<file path="src/rtl/bp_commit_trace_tx.sv">
// Commit trace transmitter: queues retired instructions and traps, then serialises
// each as a header beat, an address/cause beat and (for rd writes) a writeback beat.
module bp_commit_trace_tx #(
  parameter int unsigned vaddr_width_p  = 39,
  parameter int unsigned hartid_width_p = 4,
  parameter int unsigned els_p          = 8
) (
  input  logic                      clk_i,
  input  logic                      reset_i,
  input  logic [hartid_width_p-1:0] hartid_i,
  input  logic                      commit_v_i,
  input  logic [vaddr_width_p-1:0]  commit_pc_i,
  input  logic [31:0]               commit_instr_i,
  input  logic                      commit_rd_w_v_i,
  input  logic                      interrupt_v_i,
  input  logic [63:0]               cause_i,
  input  logic                      wb_v_i,
  input  logic [63:0]               wb_data_i,
  output logic                      tx_v_o,
  output logic [63:0]               tx_data_o,
  input  logic                      tx_ready_i,
  output logic                      overflow_o,
  output logic [31:0]               pkt_cnt_o
);

  localparam int unsigned ptr_w_lp = (els_p > 1) ? $clog2(els_p) : 1;
  localparam int unsigned cnt_w_lp = $clog2(els_p + 1);
  localparam int unsigned ext_w_lp = 64 - vaddr_width_p;

  localparam logic [1:0] idle_s = 2'd0;
  localparam logic [1:0] hdr_s  = 2'd1;
  localparam logic [1:0] addr_s = 2'd2;
  localparam logic [1:0] data_s = 2'd3;

  typedef struct packed {
    logic                     trap;
    logic [vaddr_width_p-1:0] pc;
    logic [31:0]              instr;
    logic                     rd_w_v;
    logic [63:0]              cause;
  } entry_s;

  entry_s              cq_mem_q [els_p];
  logic [63:0]         wb_mem_q [els_p];
  logic [ptr_w_lp-1:0] cq_rd_q, cq_rd_d, cq_wr_q, cq_wr_d;
  logic [ptr_w_lp-1:0] wb_rd_q, wb_rd_d, wb_wr_q, wb_wr_d;
  logic [cnt_w_lp-1:0] cq_cnt_q, cq_cnt_d, wb_cnt_q, wb_cnt_d, wb_left;
  logic [1:0]          state_q, state_d;
  logic                tx_v_q, tx_v_d, overflow_q, overflow_d;
  logic [63:0]         tx_data_q, tx_data_d, wb_head_d;
  logic [31:0]         pkt_cnt_q, pkt_cnt_d;
  logic                cq_full, wb_full, cq_push, wb_push, cq_pop, wb_pop, accept;
  entry_s              cq_entry, cq_head;

  function automatic logic [ptr_w_lp-1:0] ptr_inc(input logic [ptr_w_lp-1:0] p);
    return (p == ptr_w_lp'(els_p - 1)) ? '0 : p + ptr_w_lp'(1);
  endfunction

  assign cq_full = (cq_cnt_q == cnt_w_lp'(els_p));
  assign wb_full = (wb_cnt_q == cnt_w_lp'(els_p));
  assign cq_push = (commit_v_i | interrupt_v_i) & ~cq_full;
  assign wb_push = wb_v_i & ~wb_full;
  assign cq_head = cq_mem_q[cq_rd_q];
  assign accept  = tx_v_q & tx_ready_i;

  // A trap wins over a simultaneous commit; commit fields are discarded
  always_comb begin
    cq_entry      = '0;
    cq_entry.trap = interrupt_v_i;
    if (interrupt_v_i) begin
      cq_entry.cause = cause_i;
    end else begin
      cq_entry.pc     = commit_pc_i;
      cq_entry.instr  = commit_instr_i;
      cq_entry.rd_w_v = commit_rd_w_v_i;
    end
  end

  always_comb begin
    state_d   = state_q;
    cq_pop    = 1'b0;
    wb_pop    = 1'b0;
    pkt_cnt_d = pkt_cnt_q;
    case (state_q)
      idle_s: if (cq_cnt_q != '0) state_d = hdr_s;
      hdr_s:  if (accept) state_d = addr_s;
      addr_s: begin
        if (accept) begin
          if (!cq_head.trap && cq_head.rd_w_v) begin
            state_d = data_s;
          end else begin
            cq_pop    = 1'b1;
            pkt_cnt_d = pkt_cnt_q + 32'd1;
            state_d   = idle_s;
          end
        end
      end
      data_s: begin
        if (accept) begin
          cq_pop    = 1'b1;
          wb_pop    = 1'b1;
          pkt_cnt_d = pkt_cnt_q + 32'd1;
          state_d   = idle_s;
        end
      end
      default: state_d = idle_s;
    endcase
  end

  always_comb begin
    cq_rd_d    = cq_pop  ? ptr_inc(cq_rd_q) : cq_rd_q;
    cq_wr_d    = cq_push ? ptr_inc(cq_wr_q) : cq_wr_q;
    wb_rd_d    = wb_pop  ? ptr_inc(wb_rd_q) : wb_rd_q;
    wb_wr_d    = wb_push ? ptr_inc(wb_wr_q) : wb_wr_q;
    cq_cnt_d   = cq_cnt_q + cnt_w_lp'(cq_push) - cnt_w_lp'(cq_pop);
    wb_cnt_d   = wb_cnt_q + cnt_w_lp'(wb_push) - cnt_w_lp'(wb_pop);
    wb_left    = wb_cnt_q - cnt_w_lp'(wb_pop);
    overflow_d = overflow_q | (commit_v_i | interrupt_v_i) & cq_full | wb_v_i & wb_full;
  end

  // Next writeback head: bypass the incoming data when the queue would otherwise be empty
  assign wb_head_d = (wb_left == '0) ? wb_data_i : wb_mem_q[wb_rd_d];

  // Registered beat computed from the next state
  always_comb begin
    tx_v_d    = 1'b0;
    tx_data_d = '0;
    case (state_d)
      hdr_s: begin
        tx_v_d    = 1'b1;
        tx_data_d = cq_head.trap
                  ? {2'b10, 4'(hartid_i), 58'b0}
                  : {2'b01, 4'(hartid_i), cq_head.rd_w_v, 25'b0, cq_head.instr};
      end
      addr_s: begin
        tx_v_d    = 1'b1;
        tx_data_d = cq_head.trap ? cq_head.cause
                  : {{ext_w_lp{cq_head.pc[vaddr_width_p-1]}}, cq_head.pc};
      end
      data_s: begin
        tx_v_d    = (wb_cnt_d != '0);
        tx_data_d = (wb_cnt_d != '0) ? wb_head_d : '0;
      end
      default: ;
    endcase
  end

  always_ff @(posedge clk_i or negedge reset_i) begin
    if (!reset_i) begin
      state_q    <= idle_s;
      cq_rd_q    <= '0;
      cq_wr_q    <= '0;
      wb_rd_q    <= '0;
      wb_wr_q    <= '0;
      cq_cnt_q   <= '0;
      wb_cnt_q   <= '0;
      tx_v_q     <= 1'b0;
      tx_data_q  <= '0;
      overflow_q <= 1'b0;
      pkt_cnt_q  <= '0;
    end else begin
      state_q    <= state_d;
      cq_rd_q    <= cq_rd_d;
      cq_wr_q    <= cq_wr_d;
      wb_rd_q    <= wb_rd_d;
      wb_wr_q    <= wb_wr_d;
      cq_cnt_q   <= cq_cnt_d;
      wb_cnt_q   <= wb_cnt_d;
      tx_v_q     <= tx_v_d;
      tx_data_q  <= tx_data_d;
      overflow_q <= overflow_d;
      pkt_cnt_q  <= pkt_cnt_d;
    end
  end

  // Queue storage needs no reset; occupancy is tracked by the counters
  always_ff @(posedge clk_i) begin
    if (cq_push) cq_mem_q[cq_wr_q] <= cq_entry;
    if (wb_push) wb_mem_q[wb_wr_q] <= wb_data_i;
  end

  assign tx_v_o     = tx_v_q;
  assign tx_data_o  = tx_data_q;
  assign overflow_o = overflow_q;
  assign pkt_cnt_o  = pkt_cnt_q;

endmodule

</file>
<file path="config.mk">
export PLATFORM = sky130hd
export DESIGN_NAME = bp_commit_trace_tx
export DESIGN_NICKNAME = d
export VERILOG_FILES = /design/src/rtl/bp_commit_trace_tx.sv
export SDC_FILE = /design/constraint.sdc
export NUM_CORES = 2
export LEC_CHECK = 0
export ABC_AREA = 1
export CAP_MARGIN = 5
export CELL_PAD_IN_SITES_DETAIL_PLACEMENT = 1
export CELL_PAD_IN_SITES_GLOBAL_PLACEMENT = 1
export CORE_ASPECT_RATIO = 1.25
export CORE_MARGIN = 2
export CORE_UTILIZATION = 44
export CTS_CLUSTER_SIZE = 20
export DETAILED_ROUTE_END_ITERATION = 10
export PLACE_DENSITY_LB_ADDON = 0.1
export SLEW_MARGIN = 25
export SYNTH_ARGS = -nofsm -noshare
export SYNTH_HDL_FRONTEND = slang
export SYNTH_SLANG_ARGS = --single-unit
</file>
<file path="constraint.sdc">
create_clock -name clk_i -period 7 [get_ports clk_i]
set_input_delay 1.05 -clock clk_i [delete_from_list [all_inputs] [get_ports clk_i]]
set_output_delay 1.05 -clock clk_i [all_outputs]
set_load 0.005 [all_outputs]
</file>
==> metrics.txt <==
final core utilization=50.74%; fin crit period=4.599 ns; die width=365.1 um; FP Rows=165; final setup fails=0; Final Cycle Share=65.70%; number of global-route vias before repair=51,230; register area share after synthesis=71.54%; TritonCTS Buffers=172; Fin Clk Skew=0.02187 ns; CTS Buffer Depth=3; Yosys reg bits=1,728; TritonCTS clock tree=done; Critical Path Source=cq_rd_q[0]; initial antenna violation count=14; most frequent cells in the layout=edfxtp_1 (1,608), nand2_1 (1,532), nand3_1 (1,202), nor2_1 (484), clkdlybuf4s50_1 (305); DP HPWL=132,900 um; VDD IR max=462.7 uV; Post-Synthesis Cells=6,249; Hold Crit Class=in -> async; core footprint=0.1619 mm2; Port Buffers=307; CTS H-tree depth=4; non-filler cells, final=8,735; total power=37.02 mW; Clock Root Buffer=clkbuf_16; WL/cell=26.15 um; Crit Path Class=reg -> reg; drt via density=5.660; first-pass GRT wire length=337,400 um; Worst EP required=7.71 ns; area delta synth->final=14.55%; setup tns final=0 ns; CP Launch Type=flop; drt first pass iters=7; placed cell area=0.07668 mm2; EDFF count, synth=1,608; Die ar.=0.1662 mm2; Antenna Nets Post-Route=0; WP data arrival=5.31 ns; worst slew pin tran=1.052 ns; Post-Syn Area per Cell=11.47 um2; Iter 0 DRT Violations=3,850; GRT Residual Overflow=0; Vias=49,440; leakage power=30.28 nW; insertion delay to the later sink of the worst-skew pair=0.81 ns; Clock transition at path regs=0.06 ns; Setup Buffers After CTS=0; unrepaired setup endpoints after global routing=no; Inst Count DP=8,415; reg2reg start=cq_rd_q[0]; Total Routing Usage GR=27.50%; most common cell after layout, fill and taps aside=edfxtp_1; pin count of the biggest net entering global routing=143; Nets=6,658; Critical Path Fanout Max=76; pre-CTS WS=1.935 ns; Most used DFF post-synth=edfxtp_1; Hold Fails Final Rpt=0; Die Y-Extent=455.3 um; layout cell share with drive strength beyond 1=5.824%; Slew HR=29.88%; final worst slack=2.401 ns; power density over the cells=450.7 mW/mm2; Routed WL=228,400 um; Post-Syn Area=0.07170 mm2; Initial Util=44.30%; share of async-settable or async-resettable flops after synthesis=6.944%; CP endpoint kind=flop; Ports=308; f_max=217.4 MHz; Post-CTS Hold Fix Bufs=0; syn nets=6,489; gpl congestion=0.8263; clock sink count=1,728; Netlist cell types=37; Min Hold Slack=0.2312 ns; maxcap violations=0; DRC=0; post-cts resize count=0; R2R setup slack=2.40 ns; post-route cell area=0.08213 mm2; status=complete, no violations; Slew Limit Fails=0; yosys warns=0
## sequential cells by signal, summed over array words and instances, names as in the netlist, 2 cells and up
signal and flops:
cq_cnt_q 4, tx_data_o 64, state_q 2, wb_rd_q 3, wb_wr_q 3, pkt_cnt_o 32, wb_cnt_q 4, wb_mem_q 512
cq_wr_q 3, cq_rd_q 3, cq_mem_q 1096
## power breakdown
part | switching (mW) | total [mW] | leakage, nW | internal [mW]
clock | 3.92 | 9.08 | 2.65 | 5.16
combinational | 10.3 | 13.9 | 11.2 | 3.53
sequential | 0.576 | 14.1 | 16.4 | 13.5
total | 14.8 | 37.0 | 30.3 | 22.2
## layer usage
layer,global-route usage [%],up-vias,part of all wire [%]
met5,0,-,0.044
met4,9.716,14,3.3
met3,3.788,383,4.9
met1,35.48,25540,42
li1,-,22170,-
met2,47.53,1340,50
## final timing paths
path                                 end  depth (start not counted)
max                        tx_data_o[17]                         19
min                         pkt_cnt_o[3]                          1
max reg2reg                tx_data_o[17]                         19
min reg2reg                  cq_cnt_q[0]                          1
max in group asynchronous  tx_data_o[40]                          2
min in group clk_i           cq_cnt_q[0]                          1
## area by class of cell
type	instances	area (um2)
diodes	5	12.51
clock buffers	232	4684
clock inverters	83	747.0
fillers	17000	79730
inverters	238	918.4
multi-input cells	3873	17710
flip-flops and latches	1728	51300
well taps	2171	2716
repair buffers	405	4040
## critical path: stages (launching register included)
cell and delay, ns:
dfrtp_4 0.54, buf_4 0.68, nor2_1 0.13, nor2_1 0.12, o21ai_0 0.11, nand2_1 0.11, nand2_1 0.05, nand2_1 0.10
nand3b_1 0.13, nor2_1 0.12, nand2_1 0.07, a21oi_1 0.26, ha_1 0.46, inv_1 0.18, nor2_4 0.46, buf_4 0.45
nand2_1 0.09, nand2_1 0.13, inv_1 0.07, a21oi_1 0.19
## kinds of logic (layout without fill, tap and decap cells)
kind of cell / Yosys count / in the layout / synth area share (%)
buffers and inverters: 648 / 958 / 4.040
adder cells (fa/ha/maj): 30 / 30 / 0.5445
flip-flops: 1728 / 1728 / 71.54
AO/OA/AOI/OAI: 462 / 462 / 3.466
XOR/XNOR: 37 / 37 / 0.4520
AND/OR/NAND/NOR: 3344 / 3344 / 19.96
other: 0 / 5 / 0
## cell usage after synthesis, types with 2 or more instances
cell / instances / area, um2
a21oi_1: 91 / 455.4
and2_0: 5 / 31.28
and2_1: 27 / 168.9
buf_1: 43 / 161.4
buf_2: 215 / 1076
buf_4: 40 / 300.3
buf_6: 6 / 67.56
clkbuf_1: 106 / 397.9
dfrtp_1: 120 / 3003
edfxtp_1: 1608 / 48290
fa_1: 2 / 40.04
ha_1: 28 / 350.3
inv_1: 234 / 878.3
inv_2: 4 / 15.01
nand2_1: 1538 / 5773
nand2_2: 7 / 43.79
nand3_1: 1202 / 6016
nand3_2: 2 / 20.02
nand4_1: 41 / 256.5
nor2_1: 500 / 1877
nor3_1: 15 / 75.07
nor4_1: 2 / 12.51
o211ai_1: 8 / 60.06
o21ai_0: 209 / 1046
o21ai_1: 46 / 230.2
o22ai_1: 103 / 644.4
or2_2: 2 / 12.51
xnor2_1: 13 / 113.9
xor2_1: 24 / 210.2
Power figures use the tool's default switching activity.
